File: src/rtl/csr_pkg.sv
// Shared constants for the CSR file: address map, access opcodes and legal counter widths.
package csr_pkg;

  localparam logic [11:0] ADR_CYCLE         = 12'hC00;
  localparam logic [11:0] ADR_CYCLEH        = 12'hC80;
  localparam logic [11:0] ADR_INSTRET       = 12'hC02;
  localparam logic [11:0] ADR_INSTRETH      = 12'hC82;
  localparam logic [11:0] ADR_MCYCLE        = 12'hB00;
  localparam logic [11:0] ADR_MCYCLEH       = 12'hB80;
  localparam logic [11:0] ADR_MINSTRET      = 12'hB02;
  localparam logic [11:0] ADR_MINSTRETH     = 12'hB82;
  localparam logic [11:0] ADR_MSCRATCH      = 12'h340;
  localparam logic [11:0] ADR_MCOUNTINHIBIT = 12'h320;

  localparam logic [1:0] OP_READ = 2'b00;
  localparam logic [1:0] OP_RW   = 2'b01;
  localparam logic [1:0] OP_RS   = 2'b10;
  localparam logic [1:0] OP_RC   = 2'b11;

  localparam int CNT_WIDTH_MIN = 33;
  localparam int CNT_WIDTH_MAX = 64;

endpackage

File: src/rtl/csr_counter.sv
// Free-running counter with independent lo/hi half writes; a write of either half
// suppresses the increment for that cycle.
module csr_counter
  import csr_pkg::*;
#(
  parameter int WIDTH = 64
) (
  input  logic             clk,
  input  logic             rst,
  input  logic             inc_en_i,
  input  logic             wr_lo_i,
  input  logic             wr_hi_i,
  input  logic [31:0]      wdata_lo_i,
  input  logic [WIDTH-33:0] wdata_hi_i,
  output logic [WIDTH-1:0] count_o
);

  logic [WIDTH-1:0] count_q, count_d;

  always_comb begin
    count_d = count_q;
    if (wr_lo_i || wr_hi_i) begin
      if (wr_lo_i) count_d[31:0] = wdata_lo_i;
      if (wr_hi_i) count_d[WIDTH-1:32] = wdata_hi_i;
    end else if (inc_en_i) begin
      count_d = count_q + WIDTH'(1);
    end
  end

  always_ff @(posedge clk) begin
    if (rst) count_q <= '0;
    else     count_q <= count_d;
  end

  assign count_o = count_q;

endmodule

File: src/rtl/csr_file.sv
// Machine CSR file: cycle/instret counters, mscratch, optional mcountinhibit.
// Optional feature macro: CSR_INHIBIT_EN adds mcountinhibit at 0x320.
module csr_file
  import csr_pkg::*;
#(
  parameter int          COUNTER_WIDTH = 64,
  parameter logic [31:0] MSCRATCH_RST  = 32'h0
) (
  input  logic        clk,
  input  logic        rst,
  input  logic        csr_req,
  input  logic [1:0]  csr_op,
  input  logic [11:0] csr_adr,
  input  logic [31:0] csr_wdata,
  input  logic        instr_retired,
  output logic [31:0] csr_rdata,
  output logic        csr_valid,
  output logic        csr_illegal
);

  logic [COUNTER_WIDTH-1:0] cycle_cnt, instret_cnt;
  logic [63:0] cycle_ext, instret_ext;
  logic [31:0] mscratch_q;
  logic [31:0] rdata_q;
  logic        valid_q, illegal_q;
  logic        inh_cy, inh_ir;

  logic [31:0] old_val, new_val;
  logic        mapped, read_only, is_write, illegal, do_write;

  assign cycle_ext   = 64'(cycle_cnt);
  assign instret_ext = 64'(instret_cnt);

  always_comb begin
    old_val   = '0;
    mapped    = 1'b1;
    read_only = 1'b0;
    case (csr_adr)
      ADR_CYCLE:     begin old_val = cycle_ext[31:0];    read_only = 1'b1; end
      ADR_CYCLEH:    begin old_val = cycle_ext[63:32];   read_only = 1'b1; end
      ADR_INSTRET:   begin old_val = instret_ext[31:0];  read_only = 1'b1; end
      ADR_INSTRETH:  begin old_val = instret_ext[63:32]; read_only = 1'b1; end
      ADR_MCYCLE:    old_val = cycle_ext[31:0];
      ADR_MCYCLEH:   old_val = cycle_ext[63:32];
      ADR_MINSTRET:  old_val = instret_ext[31:0];
      ADR_MINSTRETH: old_val = instret_ext[63:32];
      ADR_MSCRATCH:  old_val = mscratch_q;
`ifdef CSR_INHIBIT_EN
      ADR_MCOUNTINHIBIT: old_val = {29'b0, inh_ir, 1'b0, inh_cy};
`endif
      default:       mapped = 1'b0;
    endcase
  end

  // RS/RC with an empty mask is a pure read, so it is legal even on read-only CSRs.
  always_comb begin
    is_write = (csr_op == OP_RW) || ((csr_op != OP_READ) && (csr_wdata != 32'b0));
    case (csr_op)
      OP_RW:   new_val = csr_wdata;
      OP_RS:   new_val = old_val | csr_wdata;
      OP_RC:   new_val = old_val & ~csr_wdata;
      default: new_val = old_val;
    endcase
  end

  assign illegal  = !mapped || (read_only && is_write);
  assign do_write = csr_req && !illegal && is_write;

`ifdef CSR_INHIBIT_EN
  logic inh_cy_q, inh_ir_q;
  always_ff @(posedge clk) begin
    if (rst) begin
      inh_cy_q <= 1'b0;
      inh_ir_q <= 1'b0;
    end else if (do_write && csr_adr == ADR_MCOUNTINHIBIT) begin
      inh_cy_q <= new_val[0];
      inh_ir_q <= new_val[2];
    end
  end
  assign inh_cy = inh_cy_q;
  assign inh_ir = inh_ir_q;
`else
  assign inh_cy = 1'b0;
  assign inh_ir = 1'b0;
`endif

  csr_counter #(.WIDTH(COUNTER_WIDTH)) u_cycle (
    .clk        (clk),
    .rst        (rst),
    .inc_en_i   (!inh_cy),
    .wr_lo_i    (do_write && csr_adr == ADR_MCYCLE),
    .wr_hi_i    (do_write && csr_adr == ADR_MCYCLEH),
    .wdata_lo_i (new_val),
    .wdata_hi_i (new_val[COUNTER_WIDTH-33:0]),
    .count_o    (cycle_cnt)
  );

  csr_counter #(.WIDTH(COUNTER_WIDTH)) u_instret (
    .clk        (clk),
    .rst        (rst),
    .inc_en_i   (instr_retired && !inh_ir),
    .wr_lo_i    (do_write && csr_adr == ADR_MINSTRET),
    .wr_hi_i    (do_write && csr_adr == ADR_MINSTRETH),
    .wdata_lo_i (new_val),
    .wdata_hi_i (new_val[COUNTER_WIDTH-33:0]),
    .count_o    (instret_cnt)
  );

  always_ff @(posedge clk) begin
    if (rst) begin
      mscratch_q <= MSCRATCH_RST;
      rdata_q    <= '0;
      valid_q    <= 1'b0;
      illegal_q  <= 1'b0;
    end else begin
      if (do_write && csr_adr == ADR_MSCRATCH) mscratch_q <= new_val;
      valid_q <= csr_req;
      if (csr_req) begin
        rdata_q   <= illegal ? 32'b0 : old_val;
        illegal_q <= illegal;
      end
    end
  end

  assign csr_rdata   = rdata_q;
  assign csr_valid   = valid_q;
  assign csr_illegal = illegal_q;

endmodule

File: config.mk
export PLATFORM = sky130hd
export DESIGN_NAME = csr_file
export DESIGN_NICKNAME = d
export VERILOG_FILES = /design/src/rtl/csr_pkg.sv /design/src/rtl/csr_counter.sv /design/src/rtl/csr_file.sv
export SDC_FILE = /design/constraint.sdc
export NUM_CORES = 1
export LEC_CHECK = 0
export ABC_AREA = 1
export BUFFER_PORTS_ARGS = -buffer_cell sky130_fd_sc_hd__buf_2
export CAP_MARGIN = 10
export CORE_MARGIN = 1.5
export CORE_UTILIZATION = 58
export CTS_BUF_LIST = sky130_fd_sc_hd__clkbuf_16
export CTS_CLUSTER_SIZE = 8
export DETAILED_ROUTE_END_ITERATION = 7
export HOLD_SLACK_MARGIN = 0.12
export PLACE_DENSITY = 0.77
export SYNTH_ARGS = -nofsm -noshare
export SYNTH_HDL_FRONTEND = slang
export SYNTH_SLANG_ARGS = --single-unit
File: constraint.sdc
create_clock -name clk -period 2.8 [get_ports clk]
set_input_delay 0.7 -clock clk [delete_from_list [all_inputs] [get_ports clk]]
set_output_delay 0.7 -clock clk [all_outputs]
set_load 0.02 [all_outputs]
==> flow_summary.ini <==
[synthesis]
synth_largest_area_cell = dfxtp_1
synth_area_um2 = 14100
synth_seq_cells = 194
synthTopCellsByArea = dfxtp_1, nand2_1, nor2_1, inv_1, xor2_1
avgSynthCellArea_um2 = 5.72
ys_types = 36
synth_warnings = 0
ys_seq_area_share_pct = 27.6
synth.top_cell.area_share_pct = 27.6
netlist_instances = 2464
synth_nets = 2516

[die]
io_pins = 84
num_rows = 56
start_util_pct = 59.5
dieArea_um2 = 25200
die_y_um = 159
die_x_um = 159
fp.coreArea_um2 = 23700

[route]
via_per_inst = 6.02
wl_per_cell_um = 20.3
vias = 17600
remaining_drc_errors = 0
postRouteAntennaNets = 0
drt_iter0_drc = 2656
wl_mm = 59.4
drtPass1Iterations = 6

[timing]
final_hold_viol_count = 0
fmax_ghz = 0.374
maxSlewViolCount = 0
clock_skew_ps = 19.5
layout_setup_ws_ps = 123
slew_headroom_pct = 41.5
fin_crit_sh_pct = 95.6
min_period_ps = 2680
setup_viol = 0
fin_hold_ws_ps = 466
rsz0062_at_grt = no
tightest_slew_ps = 870

[cts]
cts-buffers-inserted = 17
htreeDepth = 4
cts-root-buf = clkbuf_16
hold_buffers = 0
cts_sinks = 194
clkSlewWorstSetupHoldPaths_ps = 80
insertion_delay_ps = 460
cts_tree = built
clock_path_buffers = 2
ctsResizeCount = 0
postCtsSetupBuffers = 0

[global_routing]
grt_pass1_wl_mm = 90.0
grt_usage_pct = 46.2
grt_antenna_before_repair = 1
gr-total-overflow = 0
grt_pass1_vias = 15800
grt_max_degree = 65

[setup_path]
worst_setup_path_start_kind = input pin
critPathCaptureType = flip-flop
cp_max_fo = 32
criticalPathCategory = in2reg
arrival_ps = 3070
r2r_slack_ps = 210
required_ps = 3190

[power_and_ir_drop]
swShare_pct = 31.7
pwr_density_cell_nw_per_um2 = 385
p_total_mw = 6.29
leakage_nw = 7.30
p_int_mw = 4.29
p_comb_share_pct = 11.0
net-switching-power_mw = 2.00
vdd_drop_max_v = 0.000312
clkPwrFrac_pct = 42.5
pwr-share-seq_pct = 46.5

[place]
place_ws_ps = -352
place.gp.congestion = 1.11
io_buffers = 83
dp_hpwl_mm = 45.0
place_inst = 2886

[layout]
final_common_cell = nand2_1
syn_to_final_growth_pct = 15.9
final_util_pct = 68.9
drive_above_1_share_pct = 10.7
instances_no_fill = 2920
final_cell_mix = nand2_1, nor2_1, inv_1, dfxtp_1, nand3_1
final_nets = 2638

[worst_hold_path]
hold_class = reg2reg

[run_status]
status = finished clean

[run]
max-cap-violations = 0
## power groups by stage
| stage | clock [mW] | combinational (mW) | sequential (mW) |
|---|---|---|---|
| after floorplan | 0 | 0.432 | 2.94 |
| after global placement | 0 | 0.645 | 2.98 |
| after detailed placement | 0 | 0.662 | 2.98 |
| after CTS | 2.65 | 0.667 | 2.92 |
| after global routing | 2.77 | 0.761 | 2.93 |
| final | 2.67 | 0.693 | 2.93 |
## path summary, 6_finish.rpt
check / from / to / cells after the start
hold reg to reg: csr_rdata[12] / csr_rdata[12] / 2
setup reg to reg: u_cycle.count_o[1] / u_cycle.count_o[52] / 13
setup / recovery: csr_wdata[8] / u_instret.count_o[61] / 14
hold / removal: csr_rdata[12] / csr_rdata[12] / 2
## kinds of logic (layout without fill, tap and decap cells)
group,count (synthesis),count (layout),synth area share [%]
simple gates,1472,1472,43.2
other cells,0,2,0
compound gates,311,311,11.7
fa+ha+maj,2,2,0.178
buf+inv,372,507,10.3
xor+xnor,113,113,7.03
flops,194,194,27.6
## metrics by stage
step                      instance area (um2)  setup TNS [ps]
after CTS                               16300               0
after floorplan                         14100               0
after detailed placement                15700          -37950
final                                   16300               0
after global placement                  15700          -37280
after global routing                    16300               0
## synthesized netlist by cell type, drive strengths merged
| cell type | instances |
|---|---|
| nand2 | 769 |
| nor2 | 392 |
| inv | 262 |
| dfxtp | 194 |
| nand3 | 158 |
| a21oi | 150 |
| o21ai | 115 |
| xor2 | 108 |
| clkbuf | 71 |
| nor3 | 67 |
| nand4 | 64 |
| buf | 38 |
| a31oi | 32 |
| a22oi | 10 |
| nor4 | 10 |
| xnor2 | 5 |
| nand3b | 4 |
| nor3b | 4 |
| ha | 2 |
| o211ai | 2 |
| or2 | 2 |
| and2 | 1 |
| clkinv | 1 |
| nand2b | 1 |
| o21a | 1 |
| o221ai | 1 |
## worst max-delay path: stages
cell	delay [ps]
buf_2	140
inv_1	110
nand3_1	260
nor2_1	160
nand3_1	150
nor2_2	270
nor2_1	160
buf_4	170
a21oi_1	230
nand4_1	200
buf_12	230
nand3_1	100
nand2_1	70
nor2_1	100
## registers in the layout, summed over array words and instances (netlist names)
signal             cells
csr_rdata             32
u_cycle.count_o       64
u_instret.count_o     64
csr_illegal            1
csr_valid              1
mscratch_q            32
## final cells by class
class	instances	area, um2
clock buffers	17	425
multi-input cells	1898	8790
clock inverters	15	201
diodes	2	5.00
flip-flops and latches	194	3880
repair buffers	212	1620
fillers	2224	7360
inverters	263	995
well taps	319	399
## metal layers
| metal | part of all wire (%) | track usage (%) | up-vias |
|---|---|---|---|
| met2 | 42 | 68.1 | 1382 |
| li1 | - | - | 8090 |
| met5 | 0 | 0 | - |
| met1 | 38 | 61.9 | 7871 |
| met3 | 15 | 11.8 | 235 |
| met4 | 5.4 | 23.8 | 0 |
(Power assumes the default switching activity.)
